`config.mk`:
```
export PLATFORM = sky130hd
export DESIGN_NAME = mult_share_arbiter
export DESIGN_NICKNAME = d
export VERILOG_FILES = /design/src/rtl/mult_share_arbiter.sv
export SDC_FILE = /design/constraint.sdc
export NUM_CORES = 1
export LEC_CHECK = 0
export BUFFER_PORTS_ARGS = -buffer_cell sky130_fd_sc_hd__buf_2
export CAP_MARGIN = 20
export CORE_MARGIN = 1.5
export CORE_UTILIZATION = 45
export CTS_BUF_LIST = sky130_fd_sc_hd__clkbuf_4 sky130_fd_sc_hd__clkbuf_8
export CTS_CLUSTER_SIZE = 8
export DETAILED_ROUTE_END_ITERATION = 8
export GPL_TIMING_DRIVEN = 0
export PLACE_DENSITY = 0.9
export SYNTH_ARGS = -nofsm -noshare
export SYNTH_HDL_FRONTEND = slang
export SYNTH_SLANG_ARGS = --single-unit
```
`constraint.sdc`:
```
create_clock -name clk -period 2.52 [get_ports clk]
set_clock_uncertainty 0.1 [all_clocks]
set_input_delay 0.252 -clock clk [delete_from_list [all_inputs] [get_ports clk]]
set_output_delay 0.252 -clock clk [all_outputs]
set_load 0.05 [all_outputs]
```
`src/rtl/mult_share_arbiter.sv`:
```
// Round-robin controller that time-shares one external combinational
// multiplier between two requesting channels. Operands are registered onto
// the multiplier inputs, the product is captured one cycle later and handed
// back to the owning channel together with a one-cycle done pulse.
module mult_share_arbiter #(
  parameter int WIDTH = 4
) (
  input  logic               clk,
  input  logic               reset,
  input  logic               req0,
  input  logic [WIDTH-1:0]   a0,
  input  logic [WIDTH-1:0]   b0,
  input  logic               req1,
  input  logic [WIDTH-1:0]   a1,
  input  logic [WIDTH-1:0]   b1,
  output logic               grant0,
  output logic               grant1,
  output logic               done0,
  output logic               done1,
  output logic [2*WIDTH-1:0] p0,
  output logic [2*WIDTH-1:0] p1,
  output logic               busy,
  output logic [WIDTH-1:0]   mult_a,
  output logic [WIDTH-1:0]   mult_b,
  input  logic [2*WIDTH-1:0] mult_p
);

  typedef enum logic [1:0] {
    IDLE = 2'd0,
    MUL  = 2'd1,
    DONE = 2'd2
  } state_t;

  state_t             state_reg;
  state_t             state_next;
  logic               gnt_reg;         // channel that owns the current operation
  logic               last_grant_reg;  // channel served most recently
  logic               pick_next;       // channel to grant if a request is taken now
  logic [2*WIDTH-1:0] p0_reg;
  logic [2*WIDTH-1:0] p1_reg;
  logic [WIDTH-1:0]   mult_a_reg;
  logic [WIDTH-1:0]   mult_b_reg;

  // Round-robin choice: on contention the channel that was not served last wins
  always_comb begin
    pick_next = 1'b0;
    if (req0 && req1) begin
      pick_next = ~last_grant_reg;
    end else if (req1) begin
      pick_next = 1'b1;
    end
  end

  // State register
  always_ff @(posedge clk) begin
    if (reset) begin
      state_reg <= IDLE;
    end else begin
      state_reg <= state_next;
    end
  end

  // Next-state logic: requests are only looked at from IDLE
  always_comb begin
    state_next = state_reg;
    case (state_reg)
      IDLE:    if (req0 || req1) state_next = MUL;
      MUL:     state_next = DONE;
      DONE:    state_next = IDLE;
      default: state_next = IDLE;
    endcase
  end

  // Grant bookkeeping, operand latch and product capture
  always_ff @(posedge clk) begin
    if (reset) begin
      gnt_reg        <= 1'b0;
      last_grant_reg <= 1'b1;
      mult_a_reg     <= '0;
      mult_b_reg     <= '0;
      p0_reg         <= '0;
      p1_reg         <= '0;
    end else begin
      if (state_reg == IDLE && (req0 || req1)) begin
        gnt_reg        <= pick_next;
        last_grant_reg <= pick_next;
        mult_a_reg     <= pick_next ? a1 : a0;
        mult_b_reg     <= pick_next ? b1 : b0;
      end
      if (state_reg == MUL) begin
        if (gnt_reg) begin
          p1_reg <= mult_p;
        end else begin
          p0_reg <= mult_p;
        end
      end
    end
  end

  // Outputs decoded from the state and the owning channel
  always_comb begin
    grant0 = (state_reg != IDLE) && !gnt_reg;
    grant1 = (state_reg != IDLE) &&  gnt_reg;
    done0  = (state_reg == DONE) && !gnt_reg;
    done1  = (state_reg == DONE) &&  gnt_reg;
    busy   = (state_reg != IDLE);
  end

  assign p0     = p0_reg;
  assign p1     = p1_reg;
  assign mult_a = mult_a_reg;
  assign mult_b = mult_b_reg;

endmodule
```
---- After elaboration in Yosys (flattened, before gate mapping) ----
Cells that the tools add are included.
word-level totals
  register bits after elaboration ......... 28
  output and inout bits ................... 29
  logic and storage cells ................. 30
operators by class
  eq/ne operators ......................... 3
  mux-type cells .......................... 6
  bitwise operators ....................... 2
  reduce and logical (&&, ||, !) cells .... 12
operators by type and width
  kind                  count
  $mux W4               2
  $logic_and A1 B1 Y1   6
  $pmux W2 S2           1
  $reduce_and A2 Y1     2
  $eq A2 B1 Y1 const B  1
  $eq A2 B2 Y1 const B  1
  $logic_not A2 Y1      1
  $mux W1               2
  $mux W2               1
  $ne A2 B1 Y1 const B  1
  $not A1 Y1            2
  $reduce_bool A2 Y1    1
  $logic_not A1 Y1      1
  $logic_or A1 B1 Y1    1

---- Depth between registers and ports, before layout ----
  depth after elaboration ................. 3
  depth in mapped cells ................... 4
  mapped depth without buffers ............ 4

---- Worst setup path after synthesis ----
No wires, ideal clock.
  path kind ............................... register to output
  start ................................... register state_reg[1]
  end ..................................... output port done0
  arrival time ............................ 1.570 ns
  setup slack ............................. 0.598 ns
  cell stages (with the launch flop) ...... 2
  path buffers ............................ 0
  path through ............................ dfxtp_1 nor3b_1
between the ends
  cells in the longest elaborated chain, start to end .. 2
RTL lines
  what                    line  text
  from (decl)             34    state_t state_reg;
  from (signal assigned)  59    state_reg <= state_next;
  $eq A2 B2 Y1            104   done0 = (state_reg == DONE) && !gnt_reg;
  $logic_and A1 B1 Y1     104
  to (decl)               18    output logic done0,
Every way passes these cells.

---- Final worst setup path ----
  start ................................... register state_reg[1]
  end ..................................... output port grant1
between the ends
  cells in the longest elaborated chain, start to end .. 2
RTL lines
  what                 line  text
  $reduce_bool A2 Y1   103   grant1 = (state_reg != IDLE) && gnt_reg;
  $logic_and A1 B1 Y1  103
  to (decl)            17    output logic grant1,
Every way passes these cells.

==> flow_summary_export.csv <==
group,metric,value,unit
status,status,"finished clean",
final_layout,drive_gt1_frac,0.394,
setup_path,arrival,1.37,ns
pwr,static-leakage-power,0.786,nW
setup_path,start_kind,"flop",
routing,dr.pass1.iters,6,
grt,gr-usage-met1,0.213,
routing,avgRoutedWirePerCell,12.2,microns
pwr,power_density,656,nW/um^2
floorplanning,die_y,53.8,microns
final_layout,most-common-layout-cells,"buf_2, dfxtp_1, nor2_1, nand2_1, mux2i_1",
clocking,clock_sinks,28,
clocking,cts_tree,"yes",
setup_path,r2r-start,"state_reg[1]",
setup_path,endpoint_kind,"primary output",
place,portBuffers,55,
timing,fmax,0.579,GHz
worst_hold_path,min-delay-path-class,"primary input to flop",
setup_path,slowest_stage,"dfxtp_1",
timing,final.setup.tns,0,ns
clocking,clk_latency,0.32,ns
grt,busiest_layer,"met2",
pwr,ir_drop,340,uV
timing,finalHoldViolCount,0,
routing,wl,2570,microns
final_layout,nNetsFinal,209,
grt,grt_pass1_vias,895,
timing,whs,0.0698,ns
worst_hold_path,min_from,"mult_p[1]",
timing,finalSetupViolations,0,
routing,routed_via_density,5.02,
final_layout,final_common_cell,"buf_2",
grt,grt_max_degree,16,
final_layout,utilization,0.615,
timing,slew_headroom,0.674,
final_layout,n_antenna_cell,0,
clocking,h-tree-depth,1,
synth,syn-cell-area,1160,sq um
routing,detail-route-antenna-nets,0,
floorplanning,die_x,53.8,microns
grt,antenna_found_initial,0,
grt,grt_pass1_wl,3770,microns
flow_run,drv_cap,0,
place,place_congestion,0.709,
floorplanning,rows,18,
synth,synthFlopType,"dfxtp_1",
setup_path,crit_type,"flop to primary output",
setup_path,crit_start,"state_reg[1]",
clocking,path_clk_slew,0.14,ns
synth,synth_seq_cells,28,
setup_path,path_cells,"nor2_2, inv_2, and2_1, buf_2",
grt,overflow,0,
synth,ys_seq_area_frac,0.483,
setup_path,cp_top_family,"flip-flops",
routing,drcViolationCount,0,
floorplanning,core_area,2450,sq um
clocking,numCtsBuffers,3,
clocking,cts_resized,0,
floorplanning,start_util,0.473,
grt,track_usage,0.180,
pwr,p_total,991,uW
setup_path,slowest_delay,0.38,ns
synth,synth-edff-count,0,
timing,min_period_over_period,0.685,
synth,synthDistinctLibCells,24,
timing,fin_crit,1.73,ns
clocking,holdBufCountCts,0,
routing,drtIter0Drc,18,
grt,use_met3,0.0333,
synth,synthArstFlopShare,0,
setup_path,cp_data_required_time,2.17,ns
setup_path,path_buf_inv,2,
routing,vias,1054,
synth,syn_nets,149,
synth,synthCells,121,
synth,synth.yosys.warnings,0,
clocking,clockRootBuffer,"clkbuf_4",
floorplanning,io_pins,57,
timing,report.final.slew_viol_count,0,
timing,tightestPinTransition,0.489,ns
timing,rsz0062_at_grt,"false",
clocking,clock_path_buffers,2,
final_layout,syn_to_final_growth,30.1,%
clocking,postCtsSetupBuffers,0,
floorplanning,die_area,2890,sq um
synth,syn_area_per_cell,9.60,sq um
grt,use_met2,0.315,
place,dpl.hpwl,1970,microns
setup_path,cp_max_fo,6,
## worst register-to-register path: cells and delay by family (launching register included)
family                 cells  cell delay, ns
flip-flops                 1            0.38
buffers and inverters      1            0.09
AND/OR/NAND/NOR            2            0.54
AO/OA/AOI/OAI              1            0.16
## report_power, final
group	leakage, nW	internal, mW	switching [mW]
clock	0.0210	0.0884	0.125
sequential	0.229	0.474	0.0218
combinational	0.536	0.0883	0.193
## metrics by stage
step	instance area, sq um	worst slack, ns	cells
floorplan	1160	0.598	121
global placement	1470	1.16	206
detailed placement	1470	1.13	206
CTS	1510	0.772	210
global route	1510	0.704	210
finish	1510	0.793	210
## cells by family (layout without fill, tap and decap cells)
group / after synthesis / count (layout) / synth area share
and+or+nand+nor: 47 / 47 / 0.186
DFF: 28 / 28 / 0.483
AOI/OAI and AO/OA: 21 / 21 / 0.137
muxes: 16 / 16 / 0.138
buffers and inverters: 9 / 68 / 0.0560
## Yosys cell counts, types with 2 or more instances
| library cell | instances | area, sq um |
|---|---|---|
| nor2_2 | 2 | 12.5 |
| mux2i_1 | 16 | 160 |
| a21oi_1 | 9 | 45.0 |
| clkbuf_1 | 2 | 7.51 |
| nor3b_1 | 2 | 15.0 |
| buf_6 | 3 | 33.8 |
| a311oi_1 | 8 | 70.1 |
| nand2_1 | 18 | 67.6 |
| buf_4 | 2 | 15.0 |
| nor2_1 | 18 | 67.6 |
| dfxtp_1 | 28 | 561 |
## per-layer routing
layer | vias up | part of all wire
met1 | 459 | 0.44
li1 | 537 | -
met3 | 5 | 0.083
met2 | 53 | 0.46
met4 | 0 | 0.016
met5 | - | 0
## worst paths after layout
path	end	slack (ns)	cells past startpoint
worst max-delay path	grant1	0.79	4
worst min-delay path	p0[1]	0.07	3
worst max register to register	mult_a[2]	1.12	4
worst min register to register	p1[0]	0.41	2
## area by class of cell
type / instances / area [sq um]
Fill cell: 226 / 945
Tap cell: 30 / 37.5
Sequential cell: 28 / 561
Timing Repair Buffer: 55 / 275
Inverter: 1 / 3.75
Buffer: 8 / 61.3
Clock buffer: 4 / 36.3
Multi-Input combinational cell: 84 / 536
Note: power is estimated with default switching activity, not from simulation.
